<file path="config.mk">
export PLATFORM = sky130hd
export DESIGN_NAME = csi2tx_pixel_seq_gen
export DESIGN_NICKNAME = d
export VERILOG_FILES = /design/src/rtl/csi2tx_pixel_seq_gen.sv
export SDC_FILE = /design/constraint.sdc
export NUM_CORES = 1
export LEC_CHECK = 0
export CAP_MARGIN = 0
export CELL_PAD_IN_SITES_DETAIL_PLACEMENT = 2
export CELL_PAD_IN_SITES_GLOBAL_PLACEMENT = 2
export CORE_MARGIN = 2
export CORE_UTILIZATION = 30
export CTS_CLUSTER_SIZE = 20
export DETAILED_ROUTE_END_ITERATION = 7
export GPL_ROUTABILITY_DRIVEN = 0
export GPL_TIMING_DRIVEN = 0
export PLACE_DENSITY = 0.87
export SLEW_MARGIN = 20
export SYNTH_ARGS = -nofsm -noshare
export SYNTH_HDL_FRONTEND = slang
export SYNTH_SLANG_ARGS = --single-unit
</file>
<file path="constraint.sdc">
create_clock -name clk -period 4.95 [get_ports clk]
set_input_delay 1.485 -clock clk [delete_from_list [all_inputs] [get_ports clk]]
set_output_delay 1.485 -clock clk [all_outputs]
set_load 0.005 [all_outputs]
</file>
<file path="src/rtl/csi2tx_pixel_seq_gen.sv">
// Sensor-side front end of the CSI-2 TX pixel-to-byte path: registers pixels, sequences them
// within the data-type group period and flags line-end, length and data-type conditions.
module csi2tx_pixel_seq_gen #(
  parameter int PXL_W  = 16,
  parameter int LCNT_W = 16
) (
  input  logic              clk,
  input  logic              rst_n,
  input  logic              sensor_pixel_vld,
  input  logic [PXL_W-1:0]  sensor_pixel_data,
  input  logic [5:0]        data_type,
  input  logic [LCNT_W-1:0] line_len_cfg,
  output logic [PXL_W-1:0]  pixel_data,
  output logic              pixel_data_vld,
  output logic [4:0]        pixel_cnt,
  output logic              sensor_pixel_vld_falling_edge,
  output logic              raw6_convrn_enable,
  output logic              raw7_convrn_enable,
  output logic              raw8_convrn_enable,
  output logic              raw10_convrn_enable,
  output logic              raw12_convrn_enable,
  output logic              raw14_convrn_enable,
  output logic [LCNT_W-1:0] line_pixel_cnt,
  output logic              line_len_err,
  output logic              dt_err
);

  localparam logic [LCNT_W-1:0] LCNT_MAX = '1;

  // Returns {supported, period-1 mask, one-hot enable {raw14,raw12,raw10,raw8,raw7,raw6}}.
  function automatic logic [11:0] dt_decode(input logic [5:0] dt);
    logic [11:0] r;
    case (dt)
      6'h28:   r = {1'b1, 5'h0f, 6'b000001};
      6'h29:   r = {1'b1, 5'h1f, 6'b000010};
      6'h2a:   r = {1'b1, 5'h03, 6'b000100};
      6'h2b:   r = {1'b1, 5'h0f, 6'b001000};
      6'h2c:   r = {1'b1, 5'h07, 6'b010000};
      6'h2d:   r = {1'b1, 5'h0f, 6'b100000};
      default: r = '0;
    endcase
    return r;
  endfunction

  function automatic logic [LCNT_W-1:0] sat_inc(input logic [LCNT_W-1:0] v);
    return (v == LCNT_MAX) ? v : v + 1'b1;
  endfunction

  logic [PXL_W-1:0]  data_p1;
  logic              vld_p1;
  logic              raw_vld_p1;
  logic [4:0]        cnt_p1;
  logic              fe_p1;
  logic              len_err_p1;
  logic              dt_err_p1;
  logic [5:0]        en_p1;
  logic [LCNT_W-1:0] lcnt_p1;
  logic [4:0]        mask_q;
  logic              line_ok_q;

  logic [11:0] dec;
  logic        dt_ok;
  logic        line_start;
  logic        line_fwd;
  logic        line_end;

  // Line start keys off the ungated strobe so an unsupported line is recognised only once.
  assign dec        = dt_decode(data_type);
  assign dt_ok      = dec[11];
  assign line_start = sensor_pixel_vld & ~raw_vld_p1;
  assign line_fwd   = line_start ? dt_ok : line_ok_q;
  assign line_end   = vld_p1 & ~sensor_pixel_vld;

  // Stage p1: registered pixel, sequence index and line status
  always_ff @(posedge clk or negedge rst_n) begin
    if (!rst_n) begin
      data_p1    <= '0;
      vld_p1     <= 1'b0;
      raw_vld_p1 <= 1'b0;
      cnt_p1     <= '0;
      fe_p1      <= 1'b0;
      len_err_p1 <= 1'b0;
      dt_err_p1  <= 1'b0;
      en_p1      <= '0;
      lcnt_p1    <= '0;
      mask_q     <= '0;
      line_ok_q  <= 1'b0;
    end else begin
      raw_vld_p1 <= sensor_pixel_vld;
      vld_p1     <= sensor_pixel_vld & line_fwd;
      if (sensor_pixel_vld) data_p1 <= sensor_pixel_data;
      fe_p1      <= line_end;
      len_err_p1 <= line_end && (line_len_cfg != '0) && (lcnt_p1 != line_len_cfg);
      dt_err_p1  <= line_start & ~dt_ok;
      if (line_start) begin
        line_ok_q <= dt_ok;
        mask_q    <= dec[10:6];
        en_p1     <= dec[5:0];
        lcnt_p1   <= {{(LCNT_W-1){1'b0}}, dt_ok};
        cnt_p1    <= '0;
      end else begin
        if (sensor_pixel_vld && line_ok_q) lcnt_p1 <= sat_inc(lcnt_p1);
        // During the line-end pulse this leaves the size of the final partial group.
        if (vld_p1) cnt_p1 <= (cnt_p1 + 5'd1) & mask_q;
        else        cnt_p1 <= '0;
      end
    end
  end

  assign pixel_data                    = data_p1;
  assign pixel_data_vld                = vld_p1;
  assign pixel_cnt                     = cnt_p1;
  assign sensor_pixel_vld_falling_edge = fe_p1;
  assign line_len_err                  = len_err_p1;
  assign dt_err                        = dt_err_p1;
  assign line_pixel_cnt                = lcnt_p1;
  assign raw6_convrn_enable            = en_p1[0];
  assign raw7_convrn_enable            = en_p1[1];
  assign raw8_convrn_enable            = en_p1[2];
  assign raw10_convrn_enable           = en_p1[3];
  assign raw12_convrn_enable           = en_p1[4];
  assign raw14_convrn_enable           = en_p1[5];

endmodule
</file>
# --- Word-level counts from Yosys, hierarchy flattened ---
# Cells that the tools add are included.
totals:
  register_bits: 54
  input_bits: 41
  output_inout_bits: 47
  elab_cells: 43
classes:
  addsub: 2
  n_eq_ne: 9
  mux: 7
  bitwise_logic: 8
  n_reduce_logical: 6
op_table:
  columns: ["op", "count"]
  rows:
  - ["12-bit case mux with 6 select lines", 1]
  - ["16-bit 2-to-1 mux", 3]
  - ["6-bit == test, second input constant", 6]
  - ["16-bit by 1-bit adder with 16-bit output, second input constant", 1]
  - ["16-bit == test, second input constant", 1]
  - ["16-bit != test", 1]
  - ["16-bit nonzero test", 1]
  - ["5-bit 2-to-1 mux", 2]
  - ["5-bit by 1-bit adder with 5-bit output, second input constant", 1]
  - ["5-bit bitwise AND", 1]
  - ["1-bit bitwise AND", 4]
  - ["1-bit logical AND", 3]
  - ["1-bit inverter", 3]
  - ["2-bit != test, second input constant", 1]
  - ["2-bit AND reduction", 1]
  - ["2-bit nonzero test", 1]
  - ["1-bit 2-to-1 mux", 1]

# --- Longest topological paths before layout ---
# Gate-level depths: netlist of the first run.
depth:
  word_depth: 4
  depth_mapped: 6
  depth_no_buf: 5

# --- Worst setup path after synthesis of the first run ---
# OpenSTA, ideal clock, no wires.
synth_timing:
  path_type: "input to register"
  start: "in sensor_pixel_vld"
  end: "reg lcnt_p1[11] (netlist: line_pixel_cnt[11])"
  setup_time_ps: 78
  t_arrival_ps: 2499
  required_ps: 4872
  setup_slack_ps: 2373
  stages: 5
  n_path_buf: 1
  path_cell_list: "nand2_1 > or2_0 > clkbuf_1 > or4_1 > a21oi_1"
synth_between:
  elab_chain_cells: 3
  elab_cells_between_ends: 6
  classes_between: "1 x eq/ne; 1 x mux; 1 x bitwise; 3 x reduce/logical"
synth_lines:
  columns: ["item", "line", "text"]
  rows:
  - ["from (decl)", "9", "input logic sensor_pixel_vld,"]
  - ["1-bit bitwise AND / 1-bit logical AND (equally long branches)", "70, 102", null]
  - ["2-bit != test (no source line) / 2-bit nonzero test (equally long branches)", null, null]
  - ["2-bit AND reduction (no source line)", null, null]
  - ["to (signal assigned)", "99", "lcnt_p1 <= {{(LCNT_W-1){1'b0}}, dt_ok};"]
  - ["to (signal assigned)", "102", "if (sensor_pixel_vld && line_ok_q) lcnt_p1 <= sat_inc(lcnt_p1);"]
  - ["to (decl)", "57", "logic [LCNT_W-1:0] lcnt_p1;"]
# Several ways; a longest one is shown, not always the timed one.
# A chain may end at the register's enable or synchronous reset.

# --- Worst setup path in the final report of the first run ---
layout_timing:
  start: "in sensor_pixel_vld"
  end: "reg lcnt_p1[4] (netlist: line_pixel_cnt[4])"
# The elaborated chain is that of the path after synthesis.

==> results_dict.tcl, run 1 <==
set metrics [dict create \
    status "finished clean" \
    cp-start-kind "primary input" \
    synth_top_area_share_pct 50.7 \
    cts_buffers 5 \
    drtPass1Iterations 4 \
    cts_setup_buffers 0 \
    fin_setup_tns_ns 0 \
    crit_buf_inv 4 \
    synth.distinct_cells 45 \
    cts_tree "yes" \
    fin_nets 379 \
    yosys.area.top_type "dfrtp_1" \
    route.detailed.drc 0 \
    n_antenna_cell 0 \
    grt_max_degree 53 \
    cts.htree.levels 2 \
    cpLargestDelayFamily "buffers and inverters" \
    cp_common_cell "clkbuf_1" \
    antenna_found_initial 0 \
    path_max_fanout 10 \
    dieHeight_um 96.5 \
    worst_hold_path_type "register to register" \
    yosys-top-cells-area "dfrtp_1, mux2_2, xor2_1" \
    synthFlopType "dfrtp_1" \
    rows 33 \
    port_buffers 87 \
    grt_pass1_vias 2437 \
    drv_cap 0 \
    clock_latency_ns 0.31 \
    max_freq_mhz 295 \
    fin_crit_ns 3.39 \
    synth_edf_count 0 \
    post-route-period-util_pct 68.5 \
    critPathSlowestCell "clkdlybuf4s50_1" \
    clock-sinks 52 \
    grt_pass1_wl_um 12900 \
    slowest_delay_ns 0.50 \
    ys_seq_elements 52 \
    drt-total-wl_um 8100 \
    multiInputGateArea_mm2 0.00122 \
    dieWidth_um 96.5 \
    cts-root-buf "clkbuf_8" \
    critPathCaptureType "register" \
    dpl.hpwl_um 6170 \
    tightest_slew_ns 0.797 \
    path_class "primary input to register" \
    total_leakage_power_nw 1.53 \
    fillers 890 \
    timing.slew.headroom_pct 46.7 \
    wire_per_inst_um 18.3 \
    fin_area_mm2 0.00367 \
    finalPower_mw 0.894 \
    seqCellArea_mm2 0.00130 \
    cts-resized-gates 0 \
    vias 2258 \
    io_pins 88 \
    peakVddDrop_v 0.000148 \
    rsz0062_at_grt "false" \
    async_reset_ff_share_pct 100 \
    crit_chain "clkdlybuf4s50_1, nand2b_1, clkbuf_1, clkbuf_1, clkbuf_1, o211ai_1, nand2_1" \
    ys_warn_count 0 \
    grt-ovfl-total 0 \
    worstPathRequired_ns 5.21 \
    areaGrowthSynthToFinish_pct 43.0 \
    yosysSeqAreaShare_pct 50.7 \
    arrival_ns 3.65 \
    synthCells 242 \
    hold_buffers 0 \
    core_mm2 0.00826 \
    drt_iter0_drc 68 \
    setup_violations 0 \
    syn_nets 285 \
    syn_area_mm2 0.00257 \
    drive_gt1_share_pct 9.79 \
    start_util_pct 31.1 \
    cts_max_path_buffers 2 \
    dpl_cell_area_mm2 0.00357 \
    fin_skew_ns 0.00894 \
    track_usage_pct 18.2 \
    dieArea_mm2 0.00931 \
    drtAntennaViolNets 0 \
    avgViaCountPerCell 5.11 \
    avgSynthCellArea_um2 10.6 \
    powerDensity_mw_per_mm2 244 \
    finalHoldViolations 0 \
    cts.clk_slew.worst_paths_ns 0.11 \
    drv_slew 0 \
]
[per-stage QoR]
stage | setup slack (ns) | utilization (%) | cells | hold WS [ns]
global placement | 0.752 | 43.2 | 434 | 0.458
floorplan | 2.37 | - | 242 | 0.441
CTS | 1.50 | 44.3 | 442 | 0.494
global route | 1.36 | 44.4 | 442 | 0.523
finish | 1.56 | 44.4 | 442 | 0.490
detailed placement | 1.17 | 43.2 | 434 | 0.472
[kinds of logic (layout without fill, tap and decap cells)]
group	after synthesis	in the layout	share of synthesized area, %
multiplexers	22	22	9.36
XOR/XNOR	19	19	6.48
adder cells (fa/ha/maj)	2	2	0.975
flip-flops	52	52	50.7
buffers and inverters	12	107	2.15
AO/OA/AOI/OAI	35	35	9.12
AND/OR/NAND/NOR	100	100	21.2
[layout by cell type (no fill, tap or decap), types with 2 or more instances in the layout]
master | synthesis | layout
dfrtp_1 | 52 | 52
nor4_1 | 13 | 12
o211ai_1 | 2 | 2
nand2_1 | 23 | 23
nor2_1 | 14 | 14
xnor2_1 | 2 | 2
mux2i_1 | 6 | 6
xor2_1 | 17 | 17
nand3_1 | 9 | 9
o31ai_1 | 3 | 3
nand2b_1 | 8 | 8
ha_1 | 2 | 2
or4_1 | 3 | 3
a32o_1 | 2 | 2
mux2_2 | 16 | 16
clkdlybuf4s50_1 | 0 | 86
nor3_1 | 2 | 2
and3_1 | 6 | 6
and2_1 | 2 | 2
nand4_1 | 5 | 5
and4_1 | 2 | 2
buf_2 | 2 | 2
nor2b_1 | 4 | 4
a211oi_1 | 5 | 5
o21ai_0 | 8 | 8
a21oi_1 | 8 | 8
clkbuf_1 | 7 | 7
clkbuf_8 | 0 | 5
[layout make-up]
cell class	instances	area share [%]
buffer	11	1.40
clock buffer	5	1.88
clock inverter	3	0.750
inverter	1	0.102
multi-input combinational	178	33.2
sequential	52	35.5
tap	105	3.58
timing repair buffer	87	23.7
[worst paths after layout]
| path | start | end | slack, ns | cells past startpoint |
|---|---|---|---|---|
| setup / recovery | sensor_pixel_vld | line_pixel_cnt[4]$_DFFE_PN0P_ | 1.56 | 7 |
| hold / removal | mask_q[2]$_DFFE_PN0P_ | mask_q[2]$_DFFE_PN0P_ | 0.49 | 1 |
| setup reg to reg | line_pixel_cnt[0]$_DFFE_PN0P_ | line_pixel_cnt[1]$_DFFE_PN0P_ | 2.79 | 5 |
| hold reg to reg | mask_q[2]$_DFFE_PN0P_ | mask_q[2]$_DFFE_PN0P_ | 0.49 | 1 |
| max in group asynchronous | rst_n | line_pixel_cnt[6]$_DFFE_PN0P_ | 3.30 | 1 |
| min in group asynchronous | rst_n | pixel_data[12]$_DFFE_PN0P_ | 1.20 | 1 |
[sequential cells by signal, summed over array words and instances, names as in the netlist]
register                       flops
mask_q                             3
en_p1                              6
pixel_cnt                          5
raw_vld_p1                         1
pixel_data                        16
line_len_err                       1
line_pixel_cnt                    16
dt_err                             1
pixel_data_vld                     1
sensor_pixel_vld_falling_edge      1
line_ok_q                          1
[synthesized netlist by cell type (2+ instances only)]
library cell	instances
dfrtp_1	52
nand2_1	23
xor2_1	17
mux2_2	16
nor2_1	14
nor4_1	13
nand3_1	9
a21oi_1	8
nand2b_1	8
o21ai_0	8
clkbuf_1	7
and3_1	6
mux2i_1	6
a211oi_1	5
nand4_1	5
nor2b_1	4
o31ai_1	3
or4_1	3
a32o_1	2
and2_1	2
and4_1	2
buf_2	2
ha_1	2
nor3_1	2
o211ai_1	2
xnor2_1	2
[metal layers]
layer / vias up / GRT usage (%) / wire (um) / share of wire, %
li1: 1066 / - / - / -
met1: 1126 / 24.0 / 3720 / 46
met2: 57 / 31.4 / 3960 / 49
met3: 9 / 2.79 / 322 / 4.0
met4: 0 / 4.58 / 97 / 1.2
met5: - / 0 / 0 / 0
[worst register-to-register path, cell delays in order (launching register included)]
cell     delay [ns]
dfrtp_1        0.54
ha_1           0.28
nand3_1        0.10
nor2_1         0.62
a21oi_1        0.16
a311o_1        0.35
[where the power goes]
group	total, mW	switching [mW]	internal [mW]
logic	0.160	0.0643	0.0958
clock network	0.260	0.156	0.104
registers	0.474	0.0238	0.450
total	0.894	0.244	0.650
(Power assumes the default switching activity.)
==> inputs of run 2 (changes only) <==
--- a/config.mk
+++ b/config.mk
@@ -9,12 +9,12 @@
 export CELL_PAD_IN_SITES_DETAIL_PLACEMENT = 2
 export CELL_PAD_IN_SITES_GLOBAL_PLACEMENT = 2
 export CORE_MARGIN = 2
-export CORE_UTILIZATION = 30
+export CORE_UTILIZATION = 27
 export CTS_CLUSTER_SIZE = 20
 export DETAILED_ROUTE_END_ITERATION = 7
 export GPL_ROUTABILITY_DRIVEN = 0
 export GPL_TIMING_DRIVEN = 0
-export PLACE_DENSITY = 0.87
+export PLACE_DENSITY = 0.79
 export SLEW_MARGIN = 20
 export SYNTH_ARGS = -nofsm -noshare
 export SYNTH_HDL_FRONTEND = slang
==> constraint.sdc (replaced) <==
create_clock -name clk -period 3.4 [get_ports clk]
set_input_delay 1.02 -clock clk [delete_from_list [all_inputs] [get_ports clk]]
set_output_delay 1.02 -clock clk [all_outputs]
set_load 0.005 [all_outputs]
==> run 2 against run 1 <==
Against the previous run:
- critical path depth unchanged
- cell area rose by 0.41%
- die area up 11%
- cell count increased by 5.2%
- critical path type unchanged
- critical endpoint is now line_pixel_cnt[13]$_DFFE_PN0P_
- highest routed layer unchanged
==> results_dict.tcl, run 2 (synthesized netlist as in run 1, its figures left out) <==
set metrics [dict create \
    drv_slew 0 \
    worst_hold_path_type "register to register" \
    post-route-period-util_pct 85.2 \
    cp-start-kind "primary input" \
    tightest_slew_ns 0.752 \
    areaGrowthSynthToFinish_pct 43.5 \
    drive_gt1_share_pct 9.52 \
    dieWidth_um 101 \
    worstPathRequired_ns 3.64 \
    route.detailed.drc 0 \
    cts.htree.levels 2 \
    antenna_found_initial 0 \
    finalPower_mw 1.28 \
    powerDensity_mw_per_mm2 347 \
    hp-start "mask_q[2]$_DFFE_PN0P_" \
    timing.slew.headroom_pct 49.7 \
    core_mm2 0.00924 \
    peakVddDrop_v 0.000139 \
    dieArea_mm2 0.0103 \
    path_max_fanout 10 \
    grt_pass1_wl_um 13500 \
    drtPass1Iterations 4 \
    fin_hold_ws_ns 0.482 \
    hold_buffers 0 \
    cp_common_cell "clkbuf_1" \
    layout_common_cells "clkdlybuf4s50_1, dfrtp_1, nand2_1" \
    utilization_pct 39.9 \
    grt_pass1_vias 2546 \
    reg2reg_from "line_pixel_cnt[0]$_DFFE_PN0P_" \
    clock-sinks 52 \
    cts.clk_slew.worst_paths_ns 0.10 \
    arrival_ns 3.13 \
    dpl.hpwl_um 6390 \
    reg2reg_depth 5 \
    crit_chain "clkdlybuf4s50_1, nand2b_1, clkbuf_1, clkbuf_1, clkbuf_1, nand2_1, mux2i_1" \
    drt-total-wl_um 8440 \
    port_buffers 87 \
    track_usage_pct 16.9 \
    n_antenna_cell 0 \
    start_util_pct 27.8 \
    fin_nets 379 \
    cts_buffers 5 \
    max_freq_mhz 345 \
    grt_max_degree 53 \
    status "finished clean" \
    slowest_delay_ns 0.50 \
    fin_crit_ns 2.90 \
    path_class "primary input to register" \
    clock_latency_ns 0.31 \
    cts-root-buf "clkbuf_8" \
    cts_setup_buffers 0 \
    fin_area_mm2 0.00368 \
    total_leakage_power_nw 1.53 \
    drt_iter0_drc 76 \
    whs_endpoint "mask_q[2]$_DFFE_PN0P_" \
    rsz0062_at_grt "false" \
    hold_path_depth 1 \
    finalHoldViolations 0 \
    cts_tree "yes" \
    drtAntennaViolNets 0 \
    final_common_cell "clkdlybuf4s50_1" \
    startpoint "sensor_pixel_vld" \
    wire_per_inst_um 18.1 \
    avgViaCountPerCell 4.98 \
    critPathSlowestCell "clkdlybuf4s50_1" \
    grt-ovfl-total 0 \
    cts-resized-gates 0 \
    io_pins 88 \
    dpl_cell_area_mm2 0.00360 \
    dieHeight_um 101 \
    regToRegSetupSlack_ns 1.22 \
    vias 2316 \
    rows 35 \
    r2r_end "line_pixel_cnt[1]$_DFFE_PN0P_" \
    critPathCaptureType "register" \
    cts_max_path_buffers 2 \
    drv_cap 0 \
    fin_skew_ns 0.0100 \
    setup_violations 0 \
]
==> run 2: changes by cell type in the layout (fill, tap and decap cells not counted), sizes merged <==
| cell | delta |
|---|---|
| inv | -1 |
==> run 2: worst max-delay path by stage <==
stage	to	slack (ns)	cells past startpoint
floorplan	line_pixel_cnt[11]$_DFFE_PN0P_	1.29	5
global placement	line_pixel_cnt[10]$_DFFE_PN0P_	-0.30	1
detailed placement	line_pixel_cnt[13]$_DFFE_PN0P_	0.18	7
CTS	line_pixel_cnt[13]$_DFFE_PN0P_	0.50	7
global route	mask_q[3]$_DFFE_PN0P_	0.25	6
finish	line_pixel_cnt[13]$_DFFE_PN0P_	0.50	7
==> run 2: through the flow <==
step	instances	setup TNS (ns)	worst slack, ns
2_1_floorplan	242	0	1.29
3_3_place_gp	458	-15.15	-0.295
3_5_place_dp	458	0	0.181
4_1_cts	465	0	0.500
5_1_grt	465	0	0.247
6_report	465	0	0.504
==> run 2: final cells by class <==
class                      instances  area [um^2]
fill                            1010         5560
sequential                        52         1300
multi-input combinational        178         1220
clock inverter                     2         12.5
tap                              129          161
inverter                           1         3.75
clock buffer                       5         68.8
buffer                            11         51.3
timing repair buffer              87          868
==> run 2: worst max-delay path, delay by kind of cell <==
kind	cells	cell delay, ns
muxes	1	0.14
buffers and inverters	4	1.76
and+or+nand+nor	2	0.20
==> run 2: power by group <==
group,switching (mW),leakage [nW],internal [mW]
clock,0.215,0.0400,0.140
combinational,0.0964,0.811,0.139
sequential,0.0333,0.675,0.655
total,0.345,1.53,0.934
==> run 2: per-layer routing <==
layer / GRT usage [%] / share of wire, % / up-vias
li1: - / - / 1065
met1: 20.0 / 43 / 1184
met2: 31.3 / 52 / 59
met3: 2.97 / 4.0 / 8
met4: 4.47 / 1.2 / 0
met5: 0 / 0 / -
